===== src/rtl/cond_unit_pkg.sv =====
// Shared definitions for the conditional-execution unit.
// cond_e     : ARM condition-code encoding (NV = never).
// FLAG_*     : bit positions of Z/N/C/V in the flag vector.
// FLAGW_*    : bit positions of the per-group flag write mask.
package cond_pkg;

  typedef enum logic [3:0] {
    EQ = 4'h0,
    NE = 4'h1,
    CS = 4'h2,
    CC = 4'h3,
    MI = 4'h4,
    PL = 4'h5,
    VS = 4'h6,
    VC = 4'h7,
    HI = 4'h8,
    LS = 4'h9,
    GE = 4'hA,
    LT = 4'hB,
    GT = 4'hC,
    LE = 4'hD,
    AL = 4'hE,
    NV = 4'hF
  } cond_e;

  localparam int FLAG_Z = 3;
  localparam int FLAG_N = 2;
  localparam int FLAG_C = 1;
  localparam int FLAG_V = 0;

  localparam int FLAGW_ZN = 1;
  localparam int FLAGW_CV = 0;

endpackage


===== src/rtl/cond_unit_if.sv =====
// Handshake/data bundle for cond_unit.
// Input side : in_valid/in_ready, Cond, FlagW, PCS/RegW/MemW, ALUFlags, ALUResult.
// Output side: out_valid/out_ready, PCSrc/RegWrite/MemWrite, CondEx, Result,
//              Flags (architectural flag register), SquashCnt.
// slave  : the unit's view.  master : the surrounding pipeline's view.
interface cond_unit_if #(
  parameter int N = 32
);
  logic         in_valid;
  logic         in_ready;
  logic [3:0]   Cond;
  logic [1:0]   FlagW;
  logic         PCS;
  logic         RegW;
  logic         MemW;
  logic [3:0]   ALUFlags;
  logic [N-1:0] ALUResult;

  logic         out_valid;
  logic         out_ready;
  logic         PCSrc;
  logic         RegWrite;
  logic         MemWrite;
  logic         CondEx;
  logic [N-1:0] Result;
  logic [3:0]   Flags;
  logic [15:0]  SquashCnt;

  modport slave (
    input  in_valid, Cond, FlagW, PCS, RegW, MemW, ALUFlags, ALUResult, out_ready,
    output in_ready, out_valid, PCSrc, RegWrite, MemWrite, CondEx, Result, Flags,
           SquashCnt
  );

  modport master (
    output in_valid, Cond, FlagW, PCS, RegW, MemW, ALUFlags, ALUResult, out_ready,
    input  in_ready, out_valid, PCSrc, RegWrite, MemWrite, CondEx, Result, Flags,
           SquashCnt
  );
endinterface


===== src/rtl/cond_unit_eval.sv =====
// Combinational condition-code evaluator.
// Cond   : 4-bit ARM condition code.
// Flags  : current flag register {Z,N,C,V}.
// CondEx : 1 when the condition passes; code F never passes.
module cond_eval
  import cond_pkg::*;
(
  input  logic [3:0] Cond,
  input  logic [3:0] Flags,
  output logic       CondEx
);

  logic z, n, c, v;

  assign z = Flags[FLAG_Z];
  assign n = Flags[FLAG_N];
  assign c = Flags[FLAG_C];
  assign v = Flags[FLAG_V];

  always_comb begin
    CondEx = 1'b0;
    case (cond_e'(Cond))
      EQ:      CondEx = z;
      NE:      CondEx = !z;
      CS:      CondEx = c;
      CC:      CondEx = !c;
      MI:      CondEx = n;
      PL:      CondEx = !n;
      VS:      CondEx = v;
      VC:      CondEx = !v;
      HI:      CondEx = c && !z;
      LS:      CondEx = !c || z;
      GE:      CondEx = (n == v);
      LT:      CondEx = (n != v);
      GT:      CondEx = !z && (n == v);
      LE:      CondEx = z || (n != v);
      AL:      CondEx = 1'b1;
      default: CondEx = 1'b0;
    endcase
  end

endmodule


===== src/rtl/cond_unit.sv =====
// Conditional-execution unit between execute and writeback.
// Holds the architectural flag register, evaluates each instruction's
// condition against it, gates write-side controls, updates flags under the
// FlagW group mask and presents the result through a one-entry valid/ready
// output register.
// clk   : rising-edge clock.
// rst_n : asynchronous active-low reset.
// bus   : cond_unit_if slave port (input handshake, output register, Flags,
//         SquashCnt).
module cond_unit
  import cond_pkg::*;
#(
  parameter int N = 32
) (
  input  logic        clk,
  input  logic        rst_n,
  cond_unit_if.slave  bus
);

  logic         cond_ex;
  logic         in_ready;
  logic         accept;

  logic         out_valid_q;
  logic         cond_ex_q;
  logic         pcsrc_q;
  logic         reg_write_q;
  logic         mem_write_q;
  logic [N-1:0] result_q;
  logic [3:0]   flags_q;
  logic [15:0]  squash_q;

  // Evaluated against the flags before this instruction; an update from the
  // previous accept is already in flags_q, so dependent instructions issue
  // back-to-back.
  cond_eval u_eval (
    .Cond   (bus.Cond),
    .Flags  (flags_q),
    .CondEx (cond_ex)
  );

  assign in_ready = !out_valid_q || bus.out_ready;
  assign accept   = bus.in_valid && in_ready;

  always_ff @(posedge clk or negedge rst_n) begin
    if (!rst_n) begin
      out_valid_q <= 1'b0;
      cond_ex_q   <= 1'b0;
      pcsrc_q     <= 1'b0;
      reg_write_q <= 1'b0;
      mem_write_q <= 1'b0;
      result_q    <= '0;
      flags_q     <= '0;
      squash_q    <= '0;
    end else if (accept) begin
      // Covers the simultaneous drain-and-accept case: the new entry simply
      // overwrites the one being drained and out_valid stays set.
      out_valid_q <= 1'b1;
      cond_ex_q   <= cond_ex;
      pcsrc_q     <= bus.PCS  && cond_ex;
      reg_write_q <= bus.RegW && cond_ex;
      mem_write_q <= bus.MemW && cond_ex;
      result_q    <= bus.ALUResult;
      if (cond_ex) begin
        if (bus.FlagW[FLAGW_ZN]) begin
          flags_q[FLAG_Z] <= bus.ALUFlags[FLAG_Z];
          flags_q[FLAG_N] <= bus.ALUFlags[FLAG_N];
        end
        if (bus.FlagW[FLAGW_CV]) begin
          flags_q[FLAG_C] <= bus.ALUFlags[FLAG_C];
          flags_q[FLAG_V] <= bus.ALUFlags[FLAG_V];
        end
      end else if (squash_q != '1) begin
        squash_q <= squash_q + 16'd1;
      end
    end else if (bus.out_ready) begin
      out_valid_q <= 1'b0;
    end
  end

  assign bus.in_ready  = in_ready;
  assign bus.out_valid = out_valid_q;
  assign bus.CondEx    = cond_ex_q;
  assign bus.PCSrc     = pcsrc_q;
  assign bus.RegWrite  = reg_write_q;
  assign bus.MemWrite  = mem_write_q;
  assign bus.Result    = result_q;
  assign bus.Flags     = flags_q;
  assign bus.SquashCnt = squash_q;

endmodule


===== src/flat_wrapper.sv =====
// flat-port wrapper written by rule: the top's interface ports become plain ports
module cond_unit_flat import cond_pkg::*;
#(
  parameter int N = 32
)
  (clk, rst_n, bus_in_valid, bus_Cond, bus_FlagW, bus_PCS, bus_RegW, bus_MemW, bus_ALUFlags, bus_ALUResult, bus_out_ready, bus_in_ready, bus_out_valid, bus_PCSrc, bus_RegWrite, bus_MemWrite, bus_CondEx, bus_Result, bus_Flags, bus_SquashCnt);
  cond_unit_if #(.N(N)) bus_i ();
  input  logic clk;
  input  logic rst_n;
  input wire logic [$bits(bus_i.in_valid)-1:0] bus_in_valid;
  input wire logic [$bits(bus_i.Cond)-1:0] bus_Cond;
  input wire logic [$bits(bus_i.FlagW)-1:0] bus_FlagW;
  input wire logic [$bits(bus_i.PCS)-1:0] bus_PCS;
  input wire logic [$bits(bus_i.RegW)-1:0] bus_RegW;
  input wire logic [$bits(bus_i.MemW)-1:0] bus_MemW;
  input wire logic [$bits(bus_i.ALUFlags)-1:0] bus_ALUFlags;
  input wire logic [$bits(bus_i.ALUResult)-1:0] bus_ALUResult;
  input wire logic [$bits(bus_i.out_ready)-1:0] bus_out_ready;
  output wire logic [$bits(bus_i.in_ready)-1:0] bus_in_ready;
  output wire logic [$bits(bus_i.out_valid)-1:0] bus_out_valid;
  output wire logic [$bits(bus_i.PCSrc)-1:0] bus_PCSrc;
  output wire logic [$bits(bus_i.RegWrite)-1:0] bus_RegWrite;
  output wire logic [$bits(bus_i.MemWrite)-1:0] bus_MemWrite;
  output wire logic [$bits(bus_i.CondEx)-1:0] bus_CondEx;
  output wire logic [$bits(bus_i.Result)-1:0] bus_Result;
  output wire logic [$bits(bus_i.Flags)-1:0] bus_Flags;
  output wire logic [$bits(bus_i.SquashCnt)-1:0] bus_SquashCnt;
  assign bus_i.in_valid = bus_in_valid;
  assign bus_i.Cond = bus_Cond;
  assign bus_i.FlagW = bus_FlagW;
  assign bus_i.PCS = bus_PCS;
  assign bus_i.RegW = bus_RegW;
  assign bus_i.MemW = bus_MemW;
  assign bus_i.ALUFlags = bus_ALUFlags;
  assign bus_i.ALUResult = bus_ALUResult;
  assign bus_i.out_ready = bus_out_ready;
  assign bus_in_ready = bus_i.in_ready;
  assign bus_out_valid = bus_i.out_valid;
  assign bus_PCSrc = bus_i.PCSrc;
  assign bus_RegWrite = bus_i.RegWrite;
  assign bus_MemWrite = bus_i.MemWrite;
  assign bus_CondEx = bus_i.CondEx;
  assign bus_Result = bus_i.Result;
  assign bus_Flags = bus_i.Flags;
  assign bus_SquashCnt = bus_i.SquashCnt;
  cond_unit #(.N(N)) u_core (.clk(clk), .rst_n(rst_n), .bus(bus_i));
endmodule

===== config.mk =====
export PLATFORM = sky130hd
export DESIGN_NAME = cond_unit_flat
export DESIGN_NICKNAME = d
export VERILOG_FILES = /design/src/rtl/cond_unit_pkg.sv /design/src/rtl/cond_unit_if.sv /design/src/rtl/cond_unit_eval.sv /design/src/rtl/cond_unit.sv /design/src/flat_wrapper.sv
export SDC_FILE = /design/constraint.sdc
export NUM_CORES = 1
export LEC_CHECK = 0
export BUFFER_PORTS_ARGS = -buffer_cell sky130_fd_sc_hd__buf_2
export CORE_UTILIZATION = 41
export CTS_BUF_LIST = sky130_fd_sc_hd__clkbuf_8
export DETAILED_ROUTE_END_ITERATION = 6
export PLACE_DENSITY = 0.76
export RECOVER_POWER = 50
export SETUP_SLACK_MARGIN = 0.5
export SLEW_MARGIN = 30
export SYNTH_ARGS = -nofsm -noshare
export SYNTH_HDL_FRONTEND = slang
export SYNTH_SLANG_ARGS = --single-unit

===== constraint.sdc =====
create_clock -name clk -period 2.2 [get_ports clk]
set_input_delay 0.22 -clock clk [delete_from_list [all_inputs] [get_ports clk]]
set_output_delay 0.22 -clock clk [all_outputs]
set_load 0.05 [all_outputs]

==> results of run 1 <==
[placed cells by master (no fill, tap or decap), types with 4 or more instances in the layout]
master and n:
buf_2 73, buf_4 14, clkbuf_1 32, clkbuf_8 12
dfrtp_1 44, dfrtp_2 13, nand2_1 115, nand3_2 4
nand4_1 4, nor2_1 4, nor3_2 7, xor2_1 14
[worst reg2reg max path, delay by kind of cell (launching register included)]
kind | cells | cell delay (ns)
AO/OA/AOI/OAI | 2 | 0.39
flip-flops | 1 | 0.43
multiplexers | 1 | 0.30
AND/OR/NAND/NOR | 2 | 0.59
XOR/XNOR | 1 | 0.19
[Yosys cell counts, types with 2 or more instances]
| library cell | count | share of area |
|---|---|---|
| nor3_2 | 5 | 0.019 |
| dfrtp_1 | 57 | 0.55 |
| clkbuf_1 | 7 | 0.010 |
| buf_2 | 2 | 0.0039 |
| nor4b_2 | 2 | 0.012 |
| buf_6 | 2 | 0.0088 |
| xnor2_1 | 3 | 0.010 |
| nor4_2 | 3 | 0.015 |
| and3_1 | 4 | 0.0097 |
| or3_1 | 2 | 0.0049 |
| mux2_1 | 3 | 0.013 |
| nor4_1 | 3 | 0.0073 |
| nor3_1 | 4 | 0.0078 |
| nand4_1 | 4 | 0.0097 |
| nand2b_1 | 3 | 0.0073 |
| nand3_1 | 6 | 0.012 |
| nand2_1 | 116 | 0.17 |
| nor2_1 | 5 | 0.0073 |
| xor2_1 | 15 | 0.051 |
| mux2_2 | 2 | 0.0088 |
[state kept, by name, indices dropped and copies added (netlist names)]
signal,flops
u_core.bus.Result,32
u_core.bus.SquashCnt,16
u_core.bus.Flags,4
u_core.bus.CondEx,1
u_core.bus.MemWrite,1
u_core.bus.PCSrc,1
u_core.bus.RegWrite,1
u_core.bus.out_valid,1
[path summary, 6_finish.rpt]
kind                                                        start                              endpoint  slack [ns]
worst max-delay path              u_core.bus.Flags[0]$_DFFE_PN0P_   u_core.bus.SquashCnt[1]$_DFFE_PN0P_        0.19
min in group asynchronous                                   rst_n  u_core.bus.SquashCnt[13]$_DFFE_PN0P_        0.52
worst min-delay path                            bus_ALUResult[31]     u_core.bus.Result[31]$_DFFE_PN0P_        0.07
worst min register to register  u_core.bus.Result[31]$_DFFE_PN0P_     u_core.bus.Result[31]$_DFFE_PN0P_        0.47
worst max register to register    u_core.bus.Flags[0]$_DFFE_PN0P_   u_core.bus.SquashCnt[1]$_DFFE_PN0P_        0.19
max in group asynchronous                                   rst_n     u_core.bus.Result[25]$_DFFE_PN0P_        0.99
[kinds of logic (layout without fill, tap and decap cells)]
| family | Yosys count | in the layout | synth area share |
|---|---|---|---|
| AOI/OAI and AO/OA | 4 | 4 | 0.0141 |
| xor gates and xnor gates | 18 | 18 | 0.0613 |
| adders and majority gates | 1 | 1 | 0.00486 |
| buffers and inverters | 13 | 139 | 0.0258 |
| DFF | 57 | 57 | 0.554 |
| muxes | 7 | 7 | 0.0316 |
| and+or+nand+nor | 165 | 165 | 0.308 |
[per-layer routing]
| metal | GRT usage | wire [um] | up-vias |
|---|---|---|---|
| li1 | - | - | 1096 |
| met1 | 0.224 | 2510 | 1045 |
| met2 | 0.324 | 2840 | 66 |
| met3 | 0.0506 | 312 | 12 |
| met4 | 0.100 | 116 | 0 |
| met5 | 0 | 0 | - |
[final cells by class]
| type | count | area share |
|---|---|---|
| Sequential cell | 57 | 0.405 |
| Multi-Input combinational cell | 195 | 0.336 |
| Clock inverter | 4 | 0.0119 |
| Clock buffer | 12 | 0.0464 |
| Tap cell | 75 | 0.0264 |
| Inverter | 1 | 0.00105 |
| Timing Repair Buffer | 122 | 0.173 |
[per-stage QoR]
stage	instances	power, mW	hold slack (ns)
6_report	466	3.95	0.0745
5_1_grt	466	4.16	0.0713
4_1_cts	466	4.00	0.0561
3_5_place_dp	443	2.90	0.331
3_3_place_gp	443	2.87	0.326
2_1_floorplan	265	2.54	-0.0756
[power by group]
group / leakage [nW] / internal [mW] / total (mW) / switching, mW
clock network: 0.115 / 0.606 / 1.00 / 0.396
logic: 1.04 / 0.443 / 1.53 / 1.08
registers: 0.693 / 1.25 / 1.42 / 0.175
total: 1.85 / 2.30 / 3.95 / 1.66
[what timing repair did]
action / 4_1_cts / 5_1_grt
resized for setup: 5 / 1
endpoints found under the hold margin: 31 / 0
setup buffers: 6 / 0
gates cloned: 0 / 0
hold buffers: 1 / 0
pin swaps: 2 / 1
endpoints found under the setup margin: 24 / 24
==> flow_summary.yaml, run 1 <==
layout:
  syn2layout_area_growth_pct: 38.4
  num-fill-cells: 549
  drive_above_1_share: 0.379
  register_area_um2: 1440
  fin_area_um2: 3560
  multi_input_area_um2: 1200
  antennaDiodeCount: 0
  final_core_util: 0.594
  nets: 436
synth:
  netlist_instances: 265
  synth-edff-count: 0
  synth_cell_types: 37
  async_flop_share: 1.00
  ys_seq_elements: 57
  syn_area_um2: 2570
  synth_nets: 315
  avgSynthCellArea_um2: 9.71
  yosys_warnings: 0
  ys.flop_type: "dfrtp_1"
  yosysSeqAreaShare: 0.554
route:
  drcViolationCount: 0
  dr.pass1.iters: 4
  routed-via-count: 2219
  ant_nets: 0
  wl_per_cell_um: 12.4
  totalWireLength_um: 5790
  routed_via_density: 4.76
  initialDrtViolationCount: 73
setup_path:
  cp.arrival_ns: 2.23
  critPathKind: "flip-flop to flip-flop"
  cp.required_ns: 2.41
  critPathMaxStageDelay_ns: 0.43
  cp_slowest_cell: "dfrtp_2"
  crit_fanout: 4
  crit_family: "simple AND/OR/NAND/NOR gates"
  cp_num_buf_inv: 0
  cp_cell_sequence: "xor2_2 -> and3b_1 -> o211ai_1 -> o2111ai_2 -> or3_4 -> mux2_4"
  rr_worst_depth: 6
  cp_num_cells: 6
  end_kind: "flip-flop"
  cp-start-kind: "flip-flop"
place:
  dpl_cell_area_um2: 3310
  pre_cts_ws_ns: 0.138
  io_buffers: 106
  dpl.hpwl_um: 4160
  gp_congestion: 0.853
floorplan:
  fp.dieArea_um2: 6600
  die_y_um: 81.2
  core_um2: 5990
  die_width_um: 81.2
  pin_count: 107
  fp-row-count: 28
  start_util: 0.429
power:
  power_density_nw_per_um2: 1110
  ir_drop_mv: 0.480
  leakage_nw: 1.85
sta:
  rsz0062_at_grt: "true"
  fin_crit_sh: 0.915
  finalHoldViolations: 0
  fin_setup_tns_ns: 0
  setup_viol: 0
  tightest_slew_ns: 0.828
  fmax_mhz: 497
  skew_ns: 0.00565
  final.setup.worst_slack_ns: 0.187
  finalCriticalPeriod_ns: 2.01
  slew_headroom: 0.448
  slew_violations: 0
clock_tree:
  cts_tree: "done"
  worstSkewPairLatency_ns: 0.33
  cts_root_buffer: "clkbuf_8"
  clockBufferDepth: 2
  clock_sinks: 57
  cts_buffers: 9
  htree_levels: 3
  path_clk_slew_ns: 0.06
outcome:
  status: "completed"
global_routing:
  antenna_found_initial: 0
  grt_max_degree: 34
  grt_pass1_wl_um: 9490
  grt_pass1_vias: 2147
  grt_usage: 0.192
  globalRoute.totalOverflow: 0
hold_path:
  hold_depth: 3
  hold_path_class: "input pin to flip-flop"
run:
  cap_violations: 0
(Power assumes the default switching activity.)
==> run 2: changes to the inputs <==
Settings changed: CORE_ASPECT_RATIO set to 1.25.
==> flow_summary.yaml, run 2 (synthesized netlist as in run 1, its figures left out) <==
floorplan:
  fp.dieArea_um2: 6600
  die_width_um: 72.9
  die_y_um: 90.6
  fp-row-count: 31
  start_util: 0.433
  core_um2: 5930
  pin_count: 107
setup_path:
  end_kind: "flip-flop"
  crit_fanout: 5
  cp_slowest_cell: "or3_4"
  cp_cell_sequence: "xor2_2 -> and3b_1 -> o211ai_1 -> o2111ai_2 -> or3_4 -> mux2_4"
  cp-start-kind: "flip-flop"
  critPathKind: "flip-flop to flip-flop"
  crit_family: "simple AND/OR/NAND/NOR gates"
  cp.required_ns: 2.42
  cp.arrival_ns: 2.29
  critPathMaxStageDelay_ns: 0.44
  cp_num_buf_inv: 0
global_routing:
  grt_max_degree: 42
  globalRoute.totalOverflow: 0
  met2_usage: 0.324
  grtUsageMet1: 0.251
  grt_pass1_vias: 2235
  grt_usage: 0.205
  grt_pass1_wl_um: 10200
  grt_use_met3: 0.0703
  grt.busiest_layer: "met2"
  antenna_found_initial: 0
sta:
  hold_slack_ns: 0.0758
  tightest_slew_ns: 1.38
  fin_setup_tns_ns: 0
  rsz0062_at_grt: "true"
  final.setup.worst_slack_ns: 0.130
  slew_violations: 0
  fin_crit_sh: 0.941
  fmax_mhz: 483
  setup_viol: 0
  slew_headroom: 0.0832
  finalCriticalPeriod_ns: 2.07
  finalHoldViolations: 0
  skew_ns: 0.00735
clock_tree:
  clockBufferDepth: 2
  cts_tree: "done"
  clock_sinks: 57
  htree_levels: 3
  worstSkewPairLatency_ns: 0.33
  path_clk_slew_ns: 0.06
  cts_root_buffer: "clkbuf_8"
  cts_buffers: 9
layout:
  multi_input_area_um2: 1220
  largest_reg_flops: 32
  antennaDiodeCount: 0
  final_core_util: 0.599
  fin_area_um2: 3560
  final_cell_mix: "nand2_1, buf_2, dfrtp_1, clkbuf_1, xor2_1"
  num-fill-cells: 530
  syn2layout_area_growth_pct: 38.2
  drive_above_1_share: 0.384
  finalNonFillerCells: 470
  nets: 434
  layout_commonest_cell: "nand2_1"
  register_area_um2: 1440
route:
  totalWireLength_um: 6120
  routed_via_density: 4.79
  dr.pass1.iters: 4
  initialDrtViolationCount: 92
  wl_per_cell_um: 13.0
  drcViolationCount: 0
  routed-via-count: 2252
  ant_nets: 0
power:
  p_total_mw: 3.83
  power_density_nw_per_um2: 1080
  ir_drop_mv: 0.530
  leakage_nw: 1.87
place:
  dpl_cell_area_um2: 3300
  gp_congestion: 0.779
  pre_cts_ws_ns: 0.0861
  io_buffers: 106
  dpl.hpwl_um: 4200
  post-place-cells: 448
run:
  cap_violations: 0
hold_path:
  hold_path_class: "input pin to flip-flop"
outcome:
  status: "completed"
-- run 2: metal layers --
metal | vias up | share of wire | routed length (um)
met5 | - | 0 | 0
met3 | 10 | 0.072 | 441
met4 | 0 | 0.017 | 106
met2 | 81 | 0.50 | 3040
met1 | 1067 | 0.41 | 2520
li1 | 1094 | - | -
-- run 2: final timing paths --
kind                                                      start                                    to  slack (ns)  depth (start not counted)
setup / recovery                u_core.bus.Flags[0]$_DFFE_PN0P_   u_core.bus.SquashCnt[1]$_DFFE_PN0P_        0.13                          6
hold / removal                                bus_ALUResult[13]     u_core.bus.Result[13]$_DFFE_PN0P_        0.08                          3
setup reg to reg                u_core.bus.Flags[0]$_DFFE_PN0P_   u_core.bus.SquashCnt[1]$_DFFE_PN0P_        0.13                          6
hold reg to reg            u_core.bus.SquashCnt[12]$_DFFE_PN0P_  u_core.bus.SquashCnt[12]$_DFFE_PN0P_        0.47                          1
max in group asynchronous                                 rst_n     u_core.bus.Result[19]$_DFFE_PN0P_        0.53                          3
min in group asynchronous                                 rst_n   u_core.bus.SquashCnt[8]$_DFFE_PN0P_        0.63                          3
-- run 2: final cells by class --
class | instances | share of cell area
clock buffers | 10 | 0.0387
clock inverters | 5 | 0.00669
inverters | 1 | 0.00106
multi-input cells | 195 | 0.344
flip-flops and latches | 57 | 0.406
well taps | 82 | 0.0289
repair buffers | 120 | 0.175
-- run 2: worst reg2reg max path, delay by kind of cell (launching register included) --
family | cells | cell delay, ns
compound gates | 2 | 0.43
flops | 1 | 0.42
xor+xnor | 1 | 0.19
mux | 1 | 0.30
simple gates | 2 | 0.62
-- run 2: timing repair --
item | in CTS | in global routing
hold buffers | 1 | 0
endpoints found under the hold margin | 57 | 0
pin swaps | 3 | 8
resized for setup | 4 | 12
setup endpoints to repair | 24 | 24
buffers inserted | 4 | 2
-- run 2: report_power, final --
part / switching [mW] / leakage, nW / total, mW / internal [mW]
Sequential: 0.177 / 0.693 / 1.42 / 1.25
Combinational: 1.11 / 1.08 / 1.60 / 0.484
Clock: 0.387 / 0.0929 / 0.807 / 0.420
Total: 1.68 / 1.87 / 3.83 / 2.15
